===== config.mk =====
export PLATFORM = sky130hd
export DESIGN_NAME = ocx_dlx_rx_gbx
export DESIGN_NICKNAME = d
export VERILOG_FILES = /design/src/rtl/ocx_dlx_pkg.sv /design/src/rtl/ocx_dlx_rx_blklock.sv /design/src/rtl/ocx_dlx_rx_gbx.sv
export SDC_FILE = /design/constraint.sdc
export NUM_CORES = 1
export LEC_CHECK = 0
export CELL_PAD_IN_SITES_DETAIL_PLACEMENT = 0
export CELL_PAD_IN_SITES_GLOBAL_PLACEMENT = 1
export CORE_ASPECT_RATIO = 0.75
export CORE_MARGIN = 2
export CORE_UTILIZATION = 45
export DETAILED_ROUTE_END_ITERATION = 10
export PLACE_DENSITY = 0.9
export SLEW_MARGIN = 0
export SYNTH_ARGS = -nofsm -noshare
export SYNTH_HDL_FRONTEND = slang
export SYNTH_SLANG_ARGS = --single-unit

===== constraint.sdc =====
create_clock -name dlx_clk -period 5.8 [get_ports dlx_clk]
set_input_delay 1.16 -clock dlx_clk [delete_from_list [all_inputs] [get_ports dlx_clk]]
set_output_delay 1.16 -clock dlx_clk [all_outputs]
set_load 0.03 [all_outputs]

===== src/rtl/ocx_dlx_pkg.sv =====
// Shared constants and types for the DLX receive gearbox: sync-header encodings,
// block-lock FSM states and the default lock/window/slip timing.
package ocx_dlx_pkg;

  localparam logic [1:0] HDR_DATA = 2'b01;
  localparam logic [1:0] HDR_CTL  = 2'b10;
  localparam logic [1:0] HDR_ODD0 = 2'b00;
  localparam logic [1:0] HDR_ODD1 = 2'b11;

  localparam int LOCK_CNT_DFLT   = 64;
  localparam int WIN_CNT_DFLT    = 64;
  localparam int BAD_MAX_DFLT    = 16;
  localparam int SLIP_WAIT_DFLT  = 32;
  localparam int EDPL_CNT_W_DFLT = 8;

  typedef enum logic [1:0] {
    ST_HUNT   = 2'd0,
    ST_SLIP   = 2'd1,
    ST_WAIT   = 2'd2,
    ST_LOCKED = 2'd3
  } blk_state_e;

endpackage


===== src/rtl/ocx_dlx_rx_blklock.sv =====
// 64b/66b block-lock state machine: hunts for LOCK_CNT consecutive good headers,
// requests a bitslip on a bad one, and drops lock after BAD_MAX bad headers per window.
module ocx_dlx_rx_blklock
  import ocx_dlx_pkg::*;
#(
  parameter int LOCK_CNT  = LOCK_CNT_DFLT,
  parameter int WIN_CNT   = WIN_CNT_DFLT,
  parameter int BAD_MAX   = BAD_MAX_DFLT,
  parameter int SLIP_WAIT = SLIP_WAIT_DFLT
) (
  input  logic       clk,
  input  logic       rst_n,
  input  logic       rx_valid,
  input  logic [1:0] rx_header,
  input  logic       edpl_ena,
  output logic       slip,
  output logic       block_lock
);

  localparam int GW = $clog2(LOCK_CNT + 1);
  localparam int WW = $clog2(WIN_CNT + 1);
  localparam int BW = $clog2(BAD_MAX + 1);
  localparam int SW = $clog2(SLIP_WAIT + 1);

  blk_state_e    state, state_nxt;
  logic [GW-1:0] good_cnt;
  logic [WW-1:0] win_cnt;
  logic [BW-1:0] bad_cnt;
  logic [SW-1:0] wait_cnt;
  logic          hdr_bad;
  logic          good_hit;
  logic          bad_hit;
  logic          win_end;
  logic          wait_end;

  // 00/11 are only legal once locked with EDPL parity headers enabled
  always_comb begin
    hdr_bad  = ((rx_header == HDR_ODD0) || (rx_header == HDR_ODD1)) &&
               !((state == ST_LOCKED) && edpl_ena);
    good_hit = (good_cnt == GW'(LOCK_CNT - 1));
    bad_hit  = hdr_bad && (bad_cnt == BW'(BAD_MAX - 1));
    win_end  = (win_cnt == WW'(WIN_CNT - 1));
    wait_end = (wait_cnt == SW'(SLIP_WAIT - 1));
  end

  always_ff @(posedge clk or negedge rst_n) begin
    if (!rst_n) state <= ST_HUNT;
    else        state <= state_nxt;
  end

  always_comb begin
    state_nxt = state;
    case (state)
      ST_HUNT: begin
        if (rx_valid) begin
          if (hdr_bad)       state_nxt = ST_SLIP;
          else if (good_hit) state_nxt = ST_LOCKED;
        end
      end
      ST_SLIP:   state_nxt = ST_WAIT;
      ST_WAIT:   if (wait_end) state_nxt = ST_HUNT;
      ST_LOCKED: if (rx_valid && bad_hit) state_nxt = ST_SLIP;
      default:   state_nxt = ST_HUNT;
    endcase
  end

  always_comb begin
    slip       = (state == ST_SLIP);
    block_lock = (state == ST_LOCKED);
  end

  // A slip on the BAD_MAX-th bad header takes priority over the window wrap
  always_ff @(posedge clk or negedge rst_n) begin
    if (!rst_n) begin
      good_cnt <= '0;
      win_cnt  <= '0;
      bad_cnt  <= '0;
      wait_cnt <= '0;
    end else begin
      case (state)
        ST_HUNT: begin
          if (rx_valid) good_cnt <= (hdr_bad || good_hit) ? '0 : good_cnt + GW'(1);
        end
        ST_WAIT: wait_cnt <= wait_end ? '0 : wait_cnt + SW'(1);
        ST_LOCKED: begin
          if (rx_valid) begin
            if (bad_hit || win_end) begin
              win_cnt <= '0;
              bad_cnt <= '0;
            end else begin
              win_cnt <= win_cnt + WW'(1);
              bad_cnt <= bad_cnt + BW'(hdr_bad);
            end
          end
        end
        default: ;
      endcase
    end
  end

endmodule


===== src/rtl/ocx_dlx_rx_gbx.sv =====
// DLX receive gearbox: block lock via ocx_dlx_rx_blklock, a 2-stage data pipeline,
// and the EDPL parity-header checker with its saturating error counter.
module ocx_dlx_rx_gbx
  import ocx_dlx_pkg::*;
#(
  parameter int LOCK_CNT   = LOCK_CNT_DFLT,
  parameter int WIN_CNT    = WIN_CNT_DFLT,
  parameter int BAD_MAX    = BAD_MAX_DFLT,
  parameter int SLIP_WAIT  = SLIP_WAIT_DFLT,
  parameter int EDPL_CNT_W = EDPL_CNT_W_DFLT
) (
  input  logic                  dlx_clk,
  input  logic                  dlx_reset_n,
  input  logic                  phy_dlx_rx_valid,
  input  logic [1:0]            phy_dlx_rx_header,
  input  logic [63:0]           phy_dlx_rx_data,
  output logic                  dlx_phy_rx_slip,
  input  logic                  edpl_ena,
  input  logic [EDPL_CNT_W-1:0] edpl_thresh,
  input  logic                  edpl_cnt_clr,
  output logic                  gb_rx_valid,
  output logic [63:0]           gb_rx_data,
  output logic                  gb_rx_ctl,
  output logic                  gb_rx_block_lock,
  output logic                  gb_rx_edpl_err,
  output logic [EDPL_CNT_W-1:0] gb_rx_edpl_cnt,
  output logic                  gb_rx_edpl_max_hit
);

  logic        block_lock;
  logic        exp_odd_hdr;
  logic        in_hdr_odd;
  logic        s1_ld;
  logic        s1_valid;
  logic        s1_ctl;
  logic        s1_chk;
  logic        s1_odd;
  logic        s1_exp;
  logic [1:0]  s1_hdr;
  logic [63:0] s1_data;
  logic        s1_hdr_odd;
  logic        edpl_err_nxt;

  ocx_dlx_rx_blklock #(
    .LOCK_CNT  (LOCK_CNT),
    .WIN_CNT   (WIN_CNT),
    .BAD_MAX   (BAD_MAX),
    .SLIP_WAIT (SLIP_WAIT)
  ) u_blklock (
    .clk        (dlx_clk),
    .rst_n      (dlx_reset_n),
    .rx_valid   (phy_dlx_rx_valid),
    .rx_header  (phy_dlx_rx_header),
    .edpl_ena   (edpl_ena),
    .slip       (dlx_phy_rx_slip),
    .block_lock (block_lock)
  );

  assign gb_rx_block_lock = block_lock;
  assign in_hdr_odd = (phy_dlx_rx_header == HDR_ODD0) || (phy_dlx_rx_header == HDR_ODD1);

  // Odd headers alternate; following the received one resynchronises after an error
  always_ff @(posedge dlx_clk or negedge dlx_reset_n) begin
    if (!dlx_reset_n)                  exp_odd_hdr <= 1'b0;
    else if (!block_lock || !edpl_ena) exp_odd_hdr <= 1'b0;
    else if (phy_dlx_rx_valid && in_hdr_odd) exp_odd_hdr <= ~phy_dlx_rx_header[0];
  end

  always_ff @(posedge dlx_clk or negedge dlx_reset_n) begin
    if (!dlx_reset_n) begin
      s1_ld    <= 1'b0;
      s1_valid <= 1'b0;
      s1_ctl   <= 1'b0;
      s1_chk   <= 1'b0;
      s1_exp   <= 1'b0;
      s1_odd   <= 1'b0;
      s1_hdr   <= '0;
      s1_data  <= '0;
    end else begin
      s1_ld    <= phy_dlx_rx_valid;
      s1_valid <= phy_dlx_rx_valid && block_lock;
      s1_ctl   <= (phy_dlx_rx_header == HDR_CTL);
      s1_chk   <= phy_dlx_rx_valid && block_lock && edpl_ena && (phy_dlx_rx_header != HDR_CTL);
      s1_exp   <= exp_odd_hdr;
      if (phy_dlx_rx_valid) begin
        s1_hdr  <= phy_dlx_rx_header;
        s1_data <= phy_dlx_rx_data;
        s1_odd  <= ^phy_dlx_rx_data;
      end
    end
  end

  always_comb begin
    s1_hdr_odd   = (s1_hdr == HDR_ODD0) || (s1_hdr == HDR_ODD1);
    edpl_err_nxt = s1_chk &&
                   (((s1_hdr == HDR_DATA) && s1_odd) ||
                    (s1_hdr_odd && (!s1_odd || (s1_hdr != {s1_exp, s1_exp}))));
  end

  always_ff @(posedge dlx_clk or negedge dlx_reset_n) begin
    if (!dlx_reset_n) begin
      gb_rx_valid    <= 1'b0;
      gb_rx_ctl      <= 1'b0;
      gb_rx_data     <= '0;
      gb_rx_edpl_err <= 1'b0;
    end else begin
      gb_rx_valid    <= s1_valid;
      gb_rx_ctl      <= s1_valid && s1_ctl;
      gb_rx_edpl_err <= edpl_err_nxt;
      if (s1_ld) gb_rx_data <= s1_data;
    end
  end

  // Clear beats a simultaneous increment; max_hit stays set until cleared
  always_ff @(posedge dlx_clk or negedge dlx_reset_n) begin
    if (!dlx_reset_n) begin
      gb_rx_edpl_cnt     <= '0;
      gb_rx_edpl_max_hit <= 1'b0;
    end else if (edpl_cnt_clr) begin
      gb_rx_edpl_cnt     <= '0;
      gb_rx_edpl_max_hit <= 1'b0;
    end else begin
      if (edpl_err_nxt && (gb_rx_edpl_cnt != '1))
        gb_rx_edpl_cnt <= gb_rx_edpl_cnt + EDPL_CNT_W'(1);
      if ((edpl_thresh != '0) && (gb_rx_edpl_cnt >= edpl_thresh))
        gb_rx_edpl_max_hit <= 1'b1;
    end
  end

endmodule


==> implementation parameters <==
Parameter                              Value

Outcome
  Status    finished clean

Timing
  Setup TNS    0 ps
  Relative slew slack    about 33%
  Share of the clock period used by the worst path    between 50% and 60%
  Worst clock skew    15.0 ps
  Fin crit period    slightly above 3000 ps
  Fmax achieved    around 0.33 GHz
  Final setup vio count    0
  Final Max Tran Viols    0
  Setup repair after global routing missed its margin    false
  Transition time of the tightest slew-check pin    1010 ps
  Hold Fails Final Rpt    0
  Worst Hold Slack    395 ps

Route
  Drt via density    ~5.1
  Top metal layer carrying routed signals    met4
  WL met2    between 7000 and 8000 um
  DRC violation total after the first TritonRoute iteration    just under 200
  Total number of vias    4890
  DRT Wirelength    16100 um
  ANT nets after route    0
  Detailed-route DRC error count    0
  Length of the first detailed-routing pass in iterations    4
  Final routed wire length divided by cell count    between 15 and 20 um
  Met3 routed wirelength    around 1200 um
  Routed metal-1 wire length    7120 um

Critical path
  Slowest library cell on the worst path    buf_4
  CP startpoint kind    input pin
  Type of element capturing the critical path    flop
  Max FO, Critical Path    a little under 80
  Data arrival, critical path    around 3300 ps
  Critical path depth in cells    7
  Sequence of cells on the critical path    buf_4, nand2_1, inv_1, nand4_1, or2_2, xor2_1, nor2_1
  Number of cell instances on the worst register-to-register path    7
  Worst path top cell family by delay    buffers and inverters
  Data required time of the worst path    between 6000 and 7000 ps
  Worst setup path class    in2reg
  Sum of buffers and inverters on the critical path    2
  Slowest Stage Delay on Critical Path    between 700 and 800 ps

Global route
  Number of antenna violations at the first check in global routing    0
  Overflow left after global routing    0
  Vias in the first global route    5224
  Global-route total usage across every layer    18.6%
  Largest net degree at the start of global routing    80
  First-pass GRT wire length    26200 um

CTS
  TritonCTS clock tree    done
  TritonCTS sink count    ~180
  Deepest clock path buffer count    2
  Post-CTS clock slew at the launch and capture registers of the worst setup and hold paths    70 ps
  Clock insertion delay at the later pin of the skew report    around 430 ps
  # hold bufs at CTS    0
  Cell chosen for the clock root    clkbuf_16
  H-tree levels    4
  Postcts setup bufs    0
  Post-CTS Resized    0
  Inserted Clock Buffers    17

Power
  Worst IR drop on VDD    just under 0.2 mV
  PD cells    about 360 mW/mm^2
  Net load switching power    1090 uW
  Sequential group share of total power    roughly two fifths
  Switching share of total power    about 30%
  Part of the total power dissipated in the clock network    roughly 32%
  Comb pwr share    25.6%
  Total design power    3680 uW
  Internal Power    ~2600 uW
  Static leakage    about 0.0043 uW

Job
  Max cap viols    0

Synth
  Number of nets in the synthesized netlist    between 600 and 700
  Synth unique cells    33
  Cell count after synthesis    approximately 570
  Part of the Yosys area used for sequential elements    57.5%
  Average cell area after synthesis    13.4 sq um
  Yosys Warn Count    0
  Mapped cell area    between 0.007 and 0.008 sq mm
  Number of register bits inferred by synthesis    176

Floorplanning
  Area of the core    0.0167 sq mm
  Number of placement rows    between 40 and 50
  I/O pin cnt    157
  Die footprint    approximately 0.018 sq mm
  X dimension of the die    155 um
  Vertical die dimension    roughly 120 um
  Starting utilization of the core area    a little under half

Min path
  Worst hold path stage count    0
  Hold Path Class    reg2reg

Layout
  Most frequent cells in the layout    dfrtp_1, clkdlybuf4s50_1, mux2_2
  Most common cell after layout, fill and taps aside    dfrtp_1
  Summed area of non-filler cells in the final layout    ~0.010 sq mm
  Net count of the finished layout    about 830
  Fraction of layout instances using a drive strength above 1    between 20% and 30%
  Area added between synthesis and finish    31.5%
  Diodes inserted    0

Place
  Placed cell areas    between 0.009 and 0.01 sq mm
  Sum of net half-perimeters after detailed placement    11300 um
  GPL Wtd Cong    about 0.77
  IO Port Bufs    between 150 and 200
==> Yosys cell counts, drive strengths merged <==
cell    count  area [sq um]
a211oi      1          7.51
a21o        3          22.5
a21oi      11          55.1
a22o        4          35.0
and2        1          6.26
and3        6          37.5
buf         1          3.75
clkbuf     16          60.1
dfrtp     176          4400
ha         21           263
inv        16          60.1
mux2      131          1480
mux2i       4          40.0
nand2      26           105
nand2b      3          18.8
nand3       6          30.0
nand4      10          62.6
nor2       22          82.6
nor2b       3          18.8
nor3        6          30.0
nor3b       2          20.0
nor4        2          12.5
o21a        2          22.5
o21ai      17          85.1
o31ai       1          7.51
or2         3          18.8
or3         1          6.26
xnor2      58           508
xor2       19           166
==> metrics by stage <==
step / utilization, % / setup slack, ps / cells
2_1_floorplan: - / 3270 / 572
3_3_place_gp: 56.5 / 2460 / 929
3_5_place_dp: 56.5 / 2290 / 929
4_1_cts: 60.3 / 2730 / 961
5_1_grt: 60.3 / 2550 / 961
6_report: 60.3 / 2780 / 961
==> cell families after synthesis <==
| family | Yosys count | synth area share (%) |
|---|---|---|
| adder cells (fa/ha/maj) | 21 | 3.43 |
| buffers and inverters | 33 | 1.62 |
| AO/OA/AOI/OAI | 39 | 3.07 |
| AND/OR/NAND/NOR | 91 | 5.86 |
| flip-flops | 176 | 57.5 |
| multiplexers | 135 | 19.8 |
| XOR/XNOR | 77 | 8.80 |
==> area by class of cell <==
| cell class | count | area [sq um] |
|---|---|---|
| clock buffer | 19 | 453 |
| clock inverter | 13 | 173 |
| fill | 1325 | 6640 |
| inverter | 16 | 60.1 |
| multi-input combinational | 363 | 3140 |
| sequential | 176 | 4410 |
| tap | 215 | 269 |
| timing repair buffer | 159 | 1580 |
==> layer usage <==
metal / up-vias / global-route usage, %
li1: 2299 / -
met1: 2446 / 23.6
met2: 135 / 30.4
met3: 10 / 7.40
met4: 0 / 4.26
met5: - / 0
==> flip-flops by register name (all words and copies together) (netlist names) <==
| register | cells |
|---|---|
| exp_odd_hdr | 1 |
| gb_rx_ctl | 1 |
| gb_rx_data | 64 |
| gb_rx_edpl_cnt | 8 |
| gb_rx_edpl_err | 1 |
| gb_rx_edpl_max_hit | 1 |
| gb_rx_valid | 1 |
| s1_chk | 1 |
| s1_ctl | 1 |
| s1_data | 64 |
| s1_exp | 1 |
| s1_hdr | 2 |
| s1_ld | 1 |
| s1_odd | 1 |
| s1_valid | 1 |
| u_blklock.bad_cnt | 5 |
| u_blklock.good_cnt | 7 |
| u_blklock.state | 2 |
| u_blklock.wait_cnt | 6 |
| u_blklock.win_cnt | 7 |
==> path summary, 6_finish.rpt <==
check,startpoint,end,slack (ps)
max,phy_dlx_rx_valid,u_blklock.win_cnt[5]$_DFFE_PN0P_,2780
min,exp_odd_hdr$_DFFE_PN0P_,s1_exp$_DFF_PN0_,390
max reg2reg,u_blklock.good_cnt[0]$_DFFE_PN0P_,u_blklock.state[0]$_DFFE_PN0P_,3580
min reg2reg,exp_odd_hdr$_DFFE_PN0P_,s1_exp$_DFF_PN0_,390
max in group asynchronous,dlx_reset_n,s1_data[7]$_DFFE_PN0P_,3840
min in group asynchronous,dlx_reset_n,s1_data[2]$_DFFE_PN0P_,750
==> power groups by stage <==
stage | sequential [uW] | clock, uW | combinational, uW
global placement | 1550 | 0 | 925
detailed placement | 1560 | 0 | 949
global route | 1570 | 1280 | 1020
CTS | 1540 | 1220 | 954
finish | 1540 | 1190 | 941
floorplan | 1670 | 0 | 464
Note: power is estimated with default switching activity, not from simulation.
